<file path="src/rtl/seq_alu.sv">
// seq_alu: clocked add/sub/mul/div unit with a start/done handshake.
// Add, sub and divide-by-zero finish one cycle after the start is taken.
// Mul (shift-add) and div (restoring) iterate once per bit, busy_out high.
// Build option: define SEQ_ALU_MUL_OVF_EN to flag mul products that do not
// fit in WIDTH unsigned bits; otherwise overflow_out stays 0 for mul.
//
// Handshake: start_in is taken when the unit is idle (IDLE or FIN, and no
// launch in flight); operands are latched at that edge. Exactly one
// done_out pulse follows per taken start unless rst_in aborts it. c_out and
// the flags are valid from the done_out cycle and hold until the next result.
module seq_alu #(
  parameter int WIDTH = 6
) (
  input  logic               clk_in,
  input  logic               rst_in,
  input  logic               start_in,
  input  logic [WIDTH-1:0]   a_in,
  input  logic [WIDTH-1:0]   b_in,
  input  logic [1:0]         op_in,
  output logic               busy_out,
  output logic               done_out,
  output logic [2*WIDTH-1:0] c_out,
  output logic               overflow_out,
  output logic               divzero_out
);

  typedef enum logic [1:0] {IDLE = 2'd0, RUN = 2'd1, FIN = 2'd2} state_t;
  localparam int CW = $clog2(WIDTH) + 1;

  state_t state, state_nx;

  // pend marks the launch cycle right after a taken start
  logic               pend;
  logic [WIDTH-1:0]   a_r, b_r;
  logic [1:0]         op_r;
  logic [CW-1:0]      cnt;
  logic [2*WIDTH-1:0] prod, mcand;
  logic [WIDTH-1:0]   mplier, rem, quo;

  logic               accept, long_op, last;
  logic [WIDTH-1:0]   b_eff, sum;
  logic               add_ovf, mul_ovf;
  logic [2*WIDTH-1:0] prod_nx;
  logic [WIDTH:0]     rem_sh, rem_diff;
  logic [WIDTH-1:0]   rem_nx, quo_nx;

  assign accept  = start_in && (state != RUN) && !pend;
  // mul, or div with a non-zero divisor, needs the iterative RUN phase
  assign long_op = op_r[1] && !(op_r[0] && (b_r == '0));
  assign last    = (cnt == CW'(WIDTH - 1));

  // add/sub: sub is a + ~b + 1; signed overflow from operand/result signs
  always_comb begin
    b_eff   = op_r[0] ? ~b_r : b_r;
    sum     = a_r + b_eff + {{(WIDTH-1){1'b0}}, op_r[0]};
    add_ovf = (a_r[WIDTH-1] == b_eff[WIDTH-1]) && (sum[WIDTH-1] != a_r[WIDTH-1]);
  end

  // one shift-add step and one restoring-division step per RUN cycle
  always_comb begin
    prod_nx  = prod + (mplier[0] ? mcand : '0);
    rem_sh   = {rem, quo[WIDTH-1]};
    rem_diff = rem_sh - {1'b0, b_r};
    if (rem_sh >= {1'b0, b_r}) begin
      rem_nx = rem_diff[WIDTH-1:0];
      quo_nx = {quo[WIDTH-2:0], 1'b1};
    end else begin
      rem_nx = rem_sh[WIDTH-1:0];
      quo_nx = {quo[WIDTH-2:0], 1'b0};
    end
`ifdef SEQ_ALU_MUL_OVF_EN
    mul_ovf = |prod_nx[2*WIDTH-1:WIDTH];
`else
    mul_ovf = 1'b0;
`endif
  end

  // state register
  always_ff @(posedge clk_in) begin
    if (rst_in) state <= IDLE;
    else        state <= state_nx;
  end

  // next-state logic
  always_comb begin
    state_nx = state;
    case (state)
      IDLE, FIN: if (pend) state_nx = long_op ? RUN : FIN;
      RUN:       if (last) state_nx = FIN;
      default:   state_nx = IDLE;
    endcase
  end

  // state-decoded outputs
  always_comb begin
    busy_out = (state == RUN);
  end

  // operand latch, iteration registers and result/flag registers
  always_ff @(posedge clk_in) begin
    if (rst_in) begin
      pend         <= 1'b0;
      a_r          <= '0;
      b_r          <= '0;
      op_r         <= '0;
      cnt          <= '0;
      prod         <= '0;
      mcand        <= '0;
      mplier       <= '0;
      rem          <= '0;
      quo          <= '0;
      done_out     <= 1'b0;
      c_out        <= '0;
      overflow_out <= 1'b0;
      divzero_out  <= 1'b0;
    end else begin
      done_out <= 1'b0;
      pend     <= accept;
      if (accept) begin
        a_r          <= a_in;
        b_r          <= b_in;
        op_r         <= op_in;
        overflow_out <= 1'b0;
        divzero_out  <= 1'b0;
      end
      if (pend) begin
        cnt    <= '0;
        prod   <= '0;
        mcand  <= {{WIDTH{1'b0}}, a_r};
        mplier <= b_r;
        rem    <= '0;
        quo    <= a_r;
        if (!op_r[1]) begin
          c_out        <= {{WIDTH{1'b0}}, sum};
          overflow_out <= add_ovf;
          done_out     <= 1'b1;
        end else if (op_r[0] && (b_r == '0)) begin
          c_out       <= {a_r, {WIDTH{1'b1}}};
          divzero_out <= 1'b1;
          done_out    <= 1'b1;
        end
      end
      if (state == RUN) begin
        cnt    <= cnt + 1'b1;
        prod   <= prod_nx;
        mcand  <= mcand << 1;
        mplier <= mplier >> 1;
        rem    <= rem_nx;
        quo    <= quo_nx;
        if (last) begin
          done_out <= 1'b1;
          if (op_r[0]) begin
            c_out <= {rem_nx, quo_nx};
          end else begin
            c_out        <= prod_nx;
            overflow_out <= mul_ovf;
          end
        end
      end
    end
  end

endmodule

</file>
<file path="config.mk">
export PLATFORM = sky130hd
export DESIGN_NAME = seq_alu
export DESIGN_NICKNAME = d
export VERILOG_FILES = /design/src/rtl/seq_alu.sv
export SDC_FILE = /design/constraint.sdc
export NUM_CORES = 1
export LEC_CHECK = 0
export ABC_CLOCK_PERIOD_IN_PS = 3600
export CAP_MARGIN = 0
export CORE_ASPECT_RATIO = 0.7
export CORE_MARGIN = 4
export CORE_UTILIZATION = 50
export CTS_CLUSTER_SIZE = 25
export DETAILED_ROUTE_END_ITERATION = 10
export PLACE_DENSITY = 0.7
export SETUP_SLACK_MARGIN = 0.5
export SYNTH_ARGS = -nofsm -noshare
export SYNTH_HDL_FRONTEND = slang
export SYNTH_SLANG_ARGS = --single-unit
</file>
<file path="constraint.sdc">
create_clock -name clk_in -period 3.6 [get_ports clk_in]
set_clock_uncertainty 0.05 [all_clocks]
set_input_delay 0.72 -clock clk_in [delete_from_list [all_inputs] [get_ports clk_in]]
set_output_delay 0.72 -clock clk_in [all_outputs]
set_load 0.01 [all_outputs]
</file>
==> results of run 1 <==
critical path: cells and delay by family, from the launching register on:
| family | cells | cell delay (ns) |
|---|---|---|
| AOI/OAI and AO/OA | 3 | 0.91 |
| and+or+nand+nor | 3 | 0.47 |
| DFF | 1 | 0.43 |
| adders and majority gates | 2 | 0.40 |
| xor gates and xnor gates | 1 | 0.23 |
| buffers and inverters | 1 | 0.07 |
where the power goes:
group / total (uW) / internal [uW] / switching, uW
logic: 252 / 108 / 144
clock network: 858 / 500 / 358
registers: 923 / 890 / 33.0
final cells by class:
cell class	count	area, um2
Sequential cell	78	1560
Tap cell	120	150
Inverter	21	78.8
Multi-Input combinational cell	398	2560
Timing Repair Buffer	39	368
Clock inverter	3	20.0
Fill cell	772	3450
Clock buffer	12	256
cell usage after synthesis, types with 12 or more instances:
master / number
clkbuf_1: 28
xor2_1: 12
ha_1: 24
nand2_1: 76
a211oi_1: 14
mux2i_1: 16
xnor2_1: 12
and2_1: 12
a21oi_1: 56
nor2_1: 46
inv_1: 21
nand3_1: 24
dfxtp_1: 78
how the worst max path moves through the flow:
stage / end / slack [ns] / cells past startpoint
2_1_floorplan: overflow_out / 1.27 / 9
3_3_place_gp: prod[10] / 0.99 / 10
3_5_place_dp: prod[8] / 0.99 / 8
4_1_cts: prod[10] / 0.91 / 10
5_1_grt: prod[8] / 0.69 / 10
6_report: prod[8] / 0.89 / 10
sequential cells by signal (all words and copies together), names as in the netlist:
| register | flops |
|---|---|
| done_out | 1 |
| pend | 1 |
| b_r | 6 |
| mcand | 12 |
| overflow_out | 1 |
| divzero_out | 1 |
| prod | 12 |
| quo | 6 |
| mplier | 6 |
| rem | 6 |
| state | 2 |
| op_r | 2 |
| a_r | 6 |
| cnt | 4 |
| c_out | 12 |
through the flow:
| stage | worst slack, ns | instance area, um2 | hold WS, ns |
|---|---|---|---|
| global placement | 0.990 | 4710 | 0.404 |
| CTS | 0.906 | 4990 | 0.414 |
| global route | 0.688 | 4990 | 0.439 |
| floorplan | 1.27 | 4340 | 0.390 |
| finish | 0.886 | 4990 | 0.416 |
| detailed placement | 0.990 | 4710 | 0.407 |
cell families (layout without fill, tap and decap cells):
family,count (synthesis),in the layout
buffers and inverters,57,75
adder cells (fa/ha/maj),27,27
flip-flops,78,78
AND/OR/NAND/NOR,191,191
AO/OA/AOI/OAI,137,137
multiplexers,19,19
XOR/XNOR,24,24
layer usage:
layer	up-vias	track usage [%]	wire length, um
met1	1781	33.9	5690
li1	1910	-	-
met5	-	0	0
met3	13	7.58	871
met2	142	33.7	4940
met4	0	3.95	76
==> results.json, run 1 <==
{
  "hold_path.class": "reg2reg",
  "synth-edff-count": 0,
  "num_antenna_cells": 0,
  "postCtsHoldBufs": 0,
  "post-cts-setup-buffers": 0,
  "slowest_delay_ns": 0.56,
  "fin_nets": 591,
  "die-area_um2": 10300,
  "setup_viol": 0,
  "cellLeakagePower_uw": 0.00193,
  "ios": 33,
  "path_class": "reg2reg",
  "vias_per_cell": 5.73,
  "grt_max_degree": 65,
  "synth_compound_area_share_pct": 21.0,
  "yosysSeqAreaShare_pct": 36.0,
  "die_y_um": 85.9,
  "overflow": 0,
  "cap_violations": 0,
  "clk_pin_slew_ns": 0.06,
  "syn_nets": 577,
  "yosys.cell_types.count": 53,
  "rsz0062_at_grt": "no",
  "synthFlopType": "dfxtp_1",
  "netlist_area_um2": 4340,
  "cts_buffer_depth": 2,
  "crit_start": "mplier[0]",
  "ctsHtreeMaxLevel": 3,
  "synthArstFlopShare_pct": 0,
  "cts_resized": 0,
  "netlist_top_cells_area": "dfxtp_1 (36%), ha_1 (6.9%), nand2_1 (6.6%), a21oi_1 (6.5%), nor2_1 (4.0%)",
  "rows": 28,
  "fin_total_pwr_uw": 2030,
  "ys_warn_count": 0,
  "grt_usage_pct": 23.2,
  "fin_util_pct": 59.1,
  "fin_cells": 671,
  "start_kind": "flip-flop",
  "path_cells": "and2_1, ha_1, inv_1, fa_1, nor2b_1, o2111ai_1, nand2_1, o41ai_1, xor2_1, o22ai_1",
  "r2r_start": "mplier[0]",
  "worstPathArrival_ns": 2.85,
  "firstDrtPassIters": 5,
  "worst_pin_slew_ns": 0.854,
  "core_area_um2": 8440,
  "synth-xor-area-share_pct": 4.85,
  "cts_made_buffers": 9,
  "crit_slowest_cell": "o41ai_1",
  "vias": 3846,
  "ys_ff_latch": 78,
  "ff2ff_setup_slack_ns": 0.89,
  "yosysTopAreaCell": "dfxtp_1",
  "cts_sinks": 78,
  "max_slew_margin_pct": 43.1,
  "port_buffers": 32,
  "post-dp-hpwl_um": 8340,
  "final_hold_viol_count": 0,
  "r2r_end": "prod[8]",
  "drt-initial-drc-count": 451,
  "max_freq_ghz": 0.368,
  "synth_mux_area_share_pct": 4.47,
  "synthCells": 533,
  "rr_worst_depth": 10,
  "gp_congestion": 0.885,
  "powerDensity_nw_per_um2": 407,
  "worstHoldStart": "mcand[8]",
  "dieWidth_um": 119,
  "grt_pass1_wl_um": 18700,
  "tns_ns": 0,
  "ant_nets": 0,
  "cts_tree": "done",
  "drc_errors": 0,
  "slew_violations": 0,
  "syn_area_per_cell_um2": 8.14,
  "place_inst": 656,
  "status": "finished clean",
  "synth_adder_area_share_pct": 8.31,
  "root_buffer": "clkbuf_16",
  "min_period_over_period_pct": 75.4,
  "layout.cells.most_common_list": "dfxtp_1 (78), nand2_1 (76), a21oi_1 (56)",
  "synth_top_family_by_area": "compound AO/OA/AOI/OAI gates",
  "endpoint_kind": "flip-flop",
  "yosys.area_share.simple_pct": 20.3,
  "crit_required_ns": 3.74,
  "layout-drive-gt1-share_pct": 5.81,
  "yosys.area.top_type_share_pct": 36.0,
  "wl_um": 11600,
  "grt_pass1_vias": 3531,
  "start_util_pct": 51.4,
  "layout_commonest_cell": "dfxtp_1",
  "area_growth_pct": 15.1,
  "wl_per_cell_um": 17.3,
  "min_period_ns": 2.71,
  "peakVddDrop_v": 0.000246,
  "antenna_found_initial": 0,
  "cp_max_fo": 13,
  "clock_latency_ns": 0.34,
  "hold_end": "mcand[9]",
  "min_path_cells": 2
}
(Power assumes the default switching activity.)
==> run 2: changes to the inputs <==
--- a/config.mk
+++ b/config.mk
@@ -5,7 +5,7 @@
 export SDC_FILE = /design/constraint.sdc
 export NUM_CORES = 1
 export LEC_CHECK = 0
-export ABC_CLOCK_PERIOD_IN_PS = 3600
+export ABC_CLOCK_PERIOD_IN_PS = 2700
 export CAP_MARGIN = 0
 export CORE_ASPECT_RATIO = 0.7
 export CORE_MARGIN = 4
==> constraint.sdc (replaced) <==
create_clock -name clk_in -period 2.7 [get_ports clk_in]
set_clock_uncertainty 0.05 [all_clocks]
set_input_delay 0.54 -clock clk_in [delete_from_list [all_inputs] [get_ports clk_in]]
set_output_delay 0.54 -clock clk_in [all_outputs]
set_load 0.01 [all_outputs]
==> results.json, run 2 (synthesized netlist as in run 1, its figures left out) <==
{
  "grt_pass1_vias": 3981,
  "clock_latency_ns": 0.34,
  "start_kind": "flip-flop",
  "max_freq_ghz": 0.431,
  "grt_pass1_wl_um": 20600,
  "num_antenna_cells": 0,
  "postPlaceCellArea_um2": 4800,
  "crit_required_ns": 2.91,
  "antenna_found_initial": 0,
  "die-area_um2": 10300,
  "start_util_pct": 51.4,
  "layout_commonest_cell": "nand2_1",
  "status": "finished clean",
  "place_inst": 666,
  "worst_pin_slew_ns": 0.681,
  "final_hold_viol_count": 0,
  "stdcell_area_um2": 5570,
  "cap_violations": 0,
  "fin_cells": 695,
  "wl_per_cell_um": 18.8,
  "drc_errors": 0,
  "firstDrtPassIters": 5,
  "post-dp-hpwl_um": 8650,
  "ctsHtreeMaxLevel": 3,
  "critPathTopFamily": "simple AND/OR/NAND/NOR gates",
  "grt_max_degree": 65,
  "grt_usage_pct": 25.2,
  "top_regs": "c_out x12, mcand x12, prod x12",
  "tns_ns": 0,
  "cellLeakagePower_uw": 0.00212,
  "endpoint_kind": "flip-flop",
  "port_buffers": 32,
  "rows": 28,
  "area_growth_pct": 28.5,
  "setup_viol": 0,
  "max_slew_margin_pct": 54.5,
  "vias_per_cell": 5.95,
  "layout-drive-gt1-share_pct": 18.6,
  "cts_tree": "done",
  "drt-initial-drc-count": 432,
  "clk_pin_slew_ns": 0.06,
  "powerDensity_nw_per_um2": 541,
  "crit_buf_inv": 2,
  "fin_nets": 614,
  "path_cells": "buf_6, or4b_4, nor4_4, buf_6, and3_4, a221oi_2, or2_1, a221oi_2",
  "hold_path.class": "reg2reg",
  "min_period_over_period_pct": 85.9,
  "min_period_ns": 2.32,
  "cts_made_buffers": 9,
  "root_buffer": "clkbuf_16",
  "overflow": 0,
  "die_y_um": 85.9,
  "cts_buffer_depth": 2,
  "crit_slowest_cell": "or4b_4",
  "wl_um": 13100,
  "rsz0062_at_grt": "yes",
  "path_class": "reg2reg",
  "peakVddDrop_v": 0.000396,
  "worstPathArrival_ns": 2.53,
  "dieWidth_um": 119,
  "cts_sinks": 78,
  "ios": 33,
  "hold_ws_ns": 0.418,
  "core_area_um2": 8440,
  "slew_violations": 0,
  "fin_ws_ns": 0.381,
  "ant_nets": 0,
  "vias": 4135,
  "layout.cells.most_common_list": "nand2_1 (75), dfxtp_1 (72), a21oi_1 (52)",
  "pre_cts_ws_ns": 0.0901,
  "cp_max_fo": 5,
  "gp_congestion": 0.900,
  "slowest_delay_ns": 0.47
}
[run 2: per-stage QoR]
step,util [%],total power (uW)
detailed placement,56.8,1610
finish,66.0,3020
floorplan,-,1470
CTS,63.2,2980
global route,66.0,3110
global placement,56.8,1600
[run 2: worst paths after layout]
check / slack, ns / cells past startpoint / from / endpoint
max: 0.38 / 8 / op_r[0] / c_out[11]
min: 0.42 / 2 / mcand[7] / mcand[8]
max reg2reg: 0.38 / 8 / op_r[0] / c_out[11]
min reg2reg: 0.42 / 2 / mcand[7] / mcand[8]
[run 2: worst reg2reg max path, cell delays in order (launching register included)]
cell and delay, ns:
dfxtp_4 0.39, buf_6 0.12, or4b_4 0.47, nor4_4 0.30, buf_6 0.17, and3_4 0.23, a221oi_2 0.06, or2_1 0.28
a221oi_2 0.16
[run 2: power breakdown]
group	switching [uW]	leakage, uW	total, uW	internal, uW
Sequential	45.3	0.000636	1230	1190
Combinational	228	0.00132	417	189
Clock	483	0.000166	1370	884
Total	757	0.00212	3020	2260
[run 2: metal layers]
metal	vias to the layer above	wire length [um]	track usage, %
met2	171	6040	39.4
met4	0	335	7.80
li1	1953	-	-
met1	1980	5850	34.6
met5	-	0	0
met3	31	834	6.06
[run 2: area by class of cell]
class	instances	area [um2]
Tap cell	120	150
Multi-Input combinational cell	398	2880
Inverter	21	78.8
Clock inverter	3	65.1
Timing Repair Buffer	62	556
Clock buffer	13	270
Sequential cell	78	1580
Fill cell	679	2870
[run 2: what timing repair did]
| action | in CTS | in global routing |
|---|---|---|
| pin swaps | 11 | 18 |
| setup endpoints to repair | 25 | 25 |
| setup buffers | 7 | 6 |
| hold buffers | 0 | 0 |
| resized for setup | 37 | 43 |
==> run 3: changes to the inputs <==
--- a/config.mk
+++ b/config.mk
@@ -9,10 +9,9 @@
 export CAP_MARGIN = 0
 export CORE_ASPECT_RATIO = 0.7
 export CORE_MARGIN = 4
-export CORE_UTILIZATION = 50
+export CORE_UTILIZATION = 45
 export CTS_CLUSTER_SIZE = 25
 export DETAILED_ROUTE_END_ITERATION = 10
-export PLACE_DENSITY = 0.7
 export SETUP_SLACK_MARGIN = 0.5
 export SYNTH_ARGS = -nofsm -noshare
 export SYNTH_HDL_FRONTEND = slang
==> results.json, run 3 (synthesized netlist as in run 1, its figures left out) <==
{
  "die_y_um": 90.1,
  "cp_max_fo": 6,
  "start_util_pct": 47.1,
  "dieWidth_um": 125,
  "drc_errors": 0,
  "grt_pass1_wl_um": 20700,
  "cts_buffer_depth": 2,
  "grt_usage_pct": 22.6,
  "cts_sinks": 78,
  "top_regs": "c_out x12, mcand x12, prod x12",
  "layout.cells.most_common_list": "nand2_1 (73), dfxtp_1 (70), a21oi_1 (50)",
  "met3_usage_pct": 4.62,
  "min_period_over_period_pct": 81.6,
  "hold_ws_ns": 0.420,
  "slowest_delay_ns": 0.39,
  "num_antenna_cells": 0,
  "ios": 33,
  "busiest_layer": "met1",
  "start_kind": "flip-flop",
  "port_buffers": 32,
  "slew_violations": 0,
  "post-dp-hpwl_um": 8640,
  "rr_worst_depth": 10,
  "grt_max_degree": 65,
  "layout_commonest_cell": "nand2_1",
  "fillCellCount": 786,
  "worst_pin_slew_ns": 0.649,
  "tns_ns": 0,
  "clk_pin_slew_ns": 0.06,
  "min_path_cells": 2,
  "overflow": 0,
  "crit_slowest_cell": "dfxtp_4",
  "core_area_um2": 9220,
  "rows": 29,
  "vias": 4071,
  "ant_nets": 0,
  "path_class": "reg2reg",
  "postPlaceCellArea_um2": 4810,
  "wl_um": 12900,
  "r2r_start": "mplier[0]",
  "die-area_um2": 11300,
  "cts_made_buffers": 9,
  "clock_latency_ns": 0.34,
  "cts_tree": "done",
  "setup_viol": 0,
  "final_hold_viol_count": 0,
  "endpoint_kind": "flip-flop",
  "rsz0062_at_grt": "yes",
  "hold_path.class": "reg2reg",
  "fin_nets": 625,
  "grt_pass1_vias": 3874,
  "r2r_end": "c_out[6]",
  "ctsHtreeMaxLevel": 3,
  "firstDrtPassIters": 5,
  "min_period_ns": 2.20,
  "worstHoldStart": "mcand[10]",
  "drt-initial-drc-count": 366,
  "fin_cells": 709,
  "met2_usage_pct": 33.2,
  "antenna_found_initial": 0,
  "root_buffer": "clkbuf_16",
  "max_freq_ghz": 0.454,
  "vias_per_cell": 5.74,
  "max_slew_margin_pct": 56.7,
  "ff_latch_area_um2": 1580,
  "multi_input_area_um2": 3020,
  "stdcell_area_um2": 5770,
  "cap_violations": 0,
  "hold_end": "mcand[11]",
  "powerDensity_nw_per_um2": 485,
  "layout-drive-gt1-share_pct": 23.8,
  "place_inst": 670,
  "fin_util_pct": 62.6,
  "status": "finished clean",
  "grtUsageMet1_pct": 33.6,
  "path_cells": "and2_4, ha_4, inv_2, fa_2, nor2b_4, o2111ai_4, nand3b_1, xor2_2, mux2i_1, a211oi_1",
  "peakVddDrop_v": 0.000341,
  "crit_required_ns": 2.90,
  "ff2ff_setup_slack_ns": 0.50,
  "wl_per_cell_um": 18.2,
  "area_growth_pct": 33.1,
  "cellLeakagePower_uw": 0.00217,
  "worstPathArrival_ns": 2.41,
  "gp_congestion": 0.908
}
==> run 3: cell count changes in the layout (fill, tap and decap cells not counted), moves of 3 or more <==
cell,before,now
buf_4,26,36
ha_4,5,9
a211oi_1,13,10
a211oi_2,1,4
==> run 3: worst max path at each step <==
stage              start  cells past startpoint            to
2_1_floorplan    op_r[0]                      9  overflow_out
3_3_place_gp   mplier[0]                     10      prod[10]
3_5_place_dp   mplier[0]                     10      prod[10]
4_1_cts        mplier[0]                     11      prod[10]
5_1_grt         mcand[1]                      9     c_out[11]
6_report       mplier[0]                     10      c_out[6]
==> run 3: power breakdown <==
group          total [uW]  switching (uW)  internal (uW)  leakage (uW)
Combinational         436             231            205       0.00140
Clock                1130             472            662      0.000137
Sequential           1230            43.6           1190      0.000637
Total                2800             746           2050       0.00217
==> run 3: critical path, delay by kind of cell (launching register included) <==
family | cells | cell delay, ns
xor+xnor | 1 | 0.21
fa+ha+maj | 2 | 0.49
simple gates | 3 | 0.47
flops | 1 | 0.39
buf+inv | 1 | 0.04
mux | 1 | 0.10
compound gates | 2 | 0.36
==> run 3: timing repair <==
action | CTS | global route
hold endpoints to repair | 0 | 0
gates resized for setup | 56 | 49
pin swaps | 28 | 28
endpoints found under the setup margin | 27 | 26
buffers inserted | 18 | 6
hold buffers | 0 | 0
==> run 3: final cells by class <==
class | count | share of cell area [%]
tap | 124 | 2.69
multi-input combinational | 398 | 52.3
timing repair buffer | 73 | 11.4
sequential | 78 | 27.4
inverter | 21 | 1.43
clock inverter | 4 | 0.390
clock buffer | 11 | 4.38
==> run 3: metrics by stage <==
step	power [uW]	setup WS (ns)
2_1_floorplan	1470	0.463
3_3_place_gp	1600	0.110
3_5_place_dp	1610	0.0291
4_1_cts	2760	0.439
5_1_grt	2910	0.378
6_report	2800	0.498
==> run 3: metal layers <==
| layer | up-vias | share of wire, % |
|---|---|---|
| met2 | 119 | 44 |
| met1 | 1950 | 49 |
| met5 | - | 0 |
| met3 | 18 | 5.7 |
| li1 | 1984 | - |
| met4 | 0 | 1.6 |
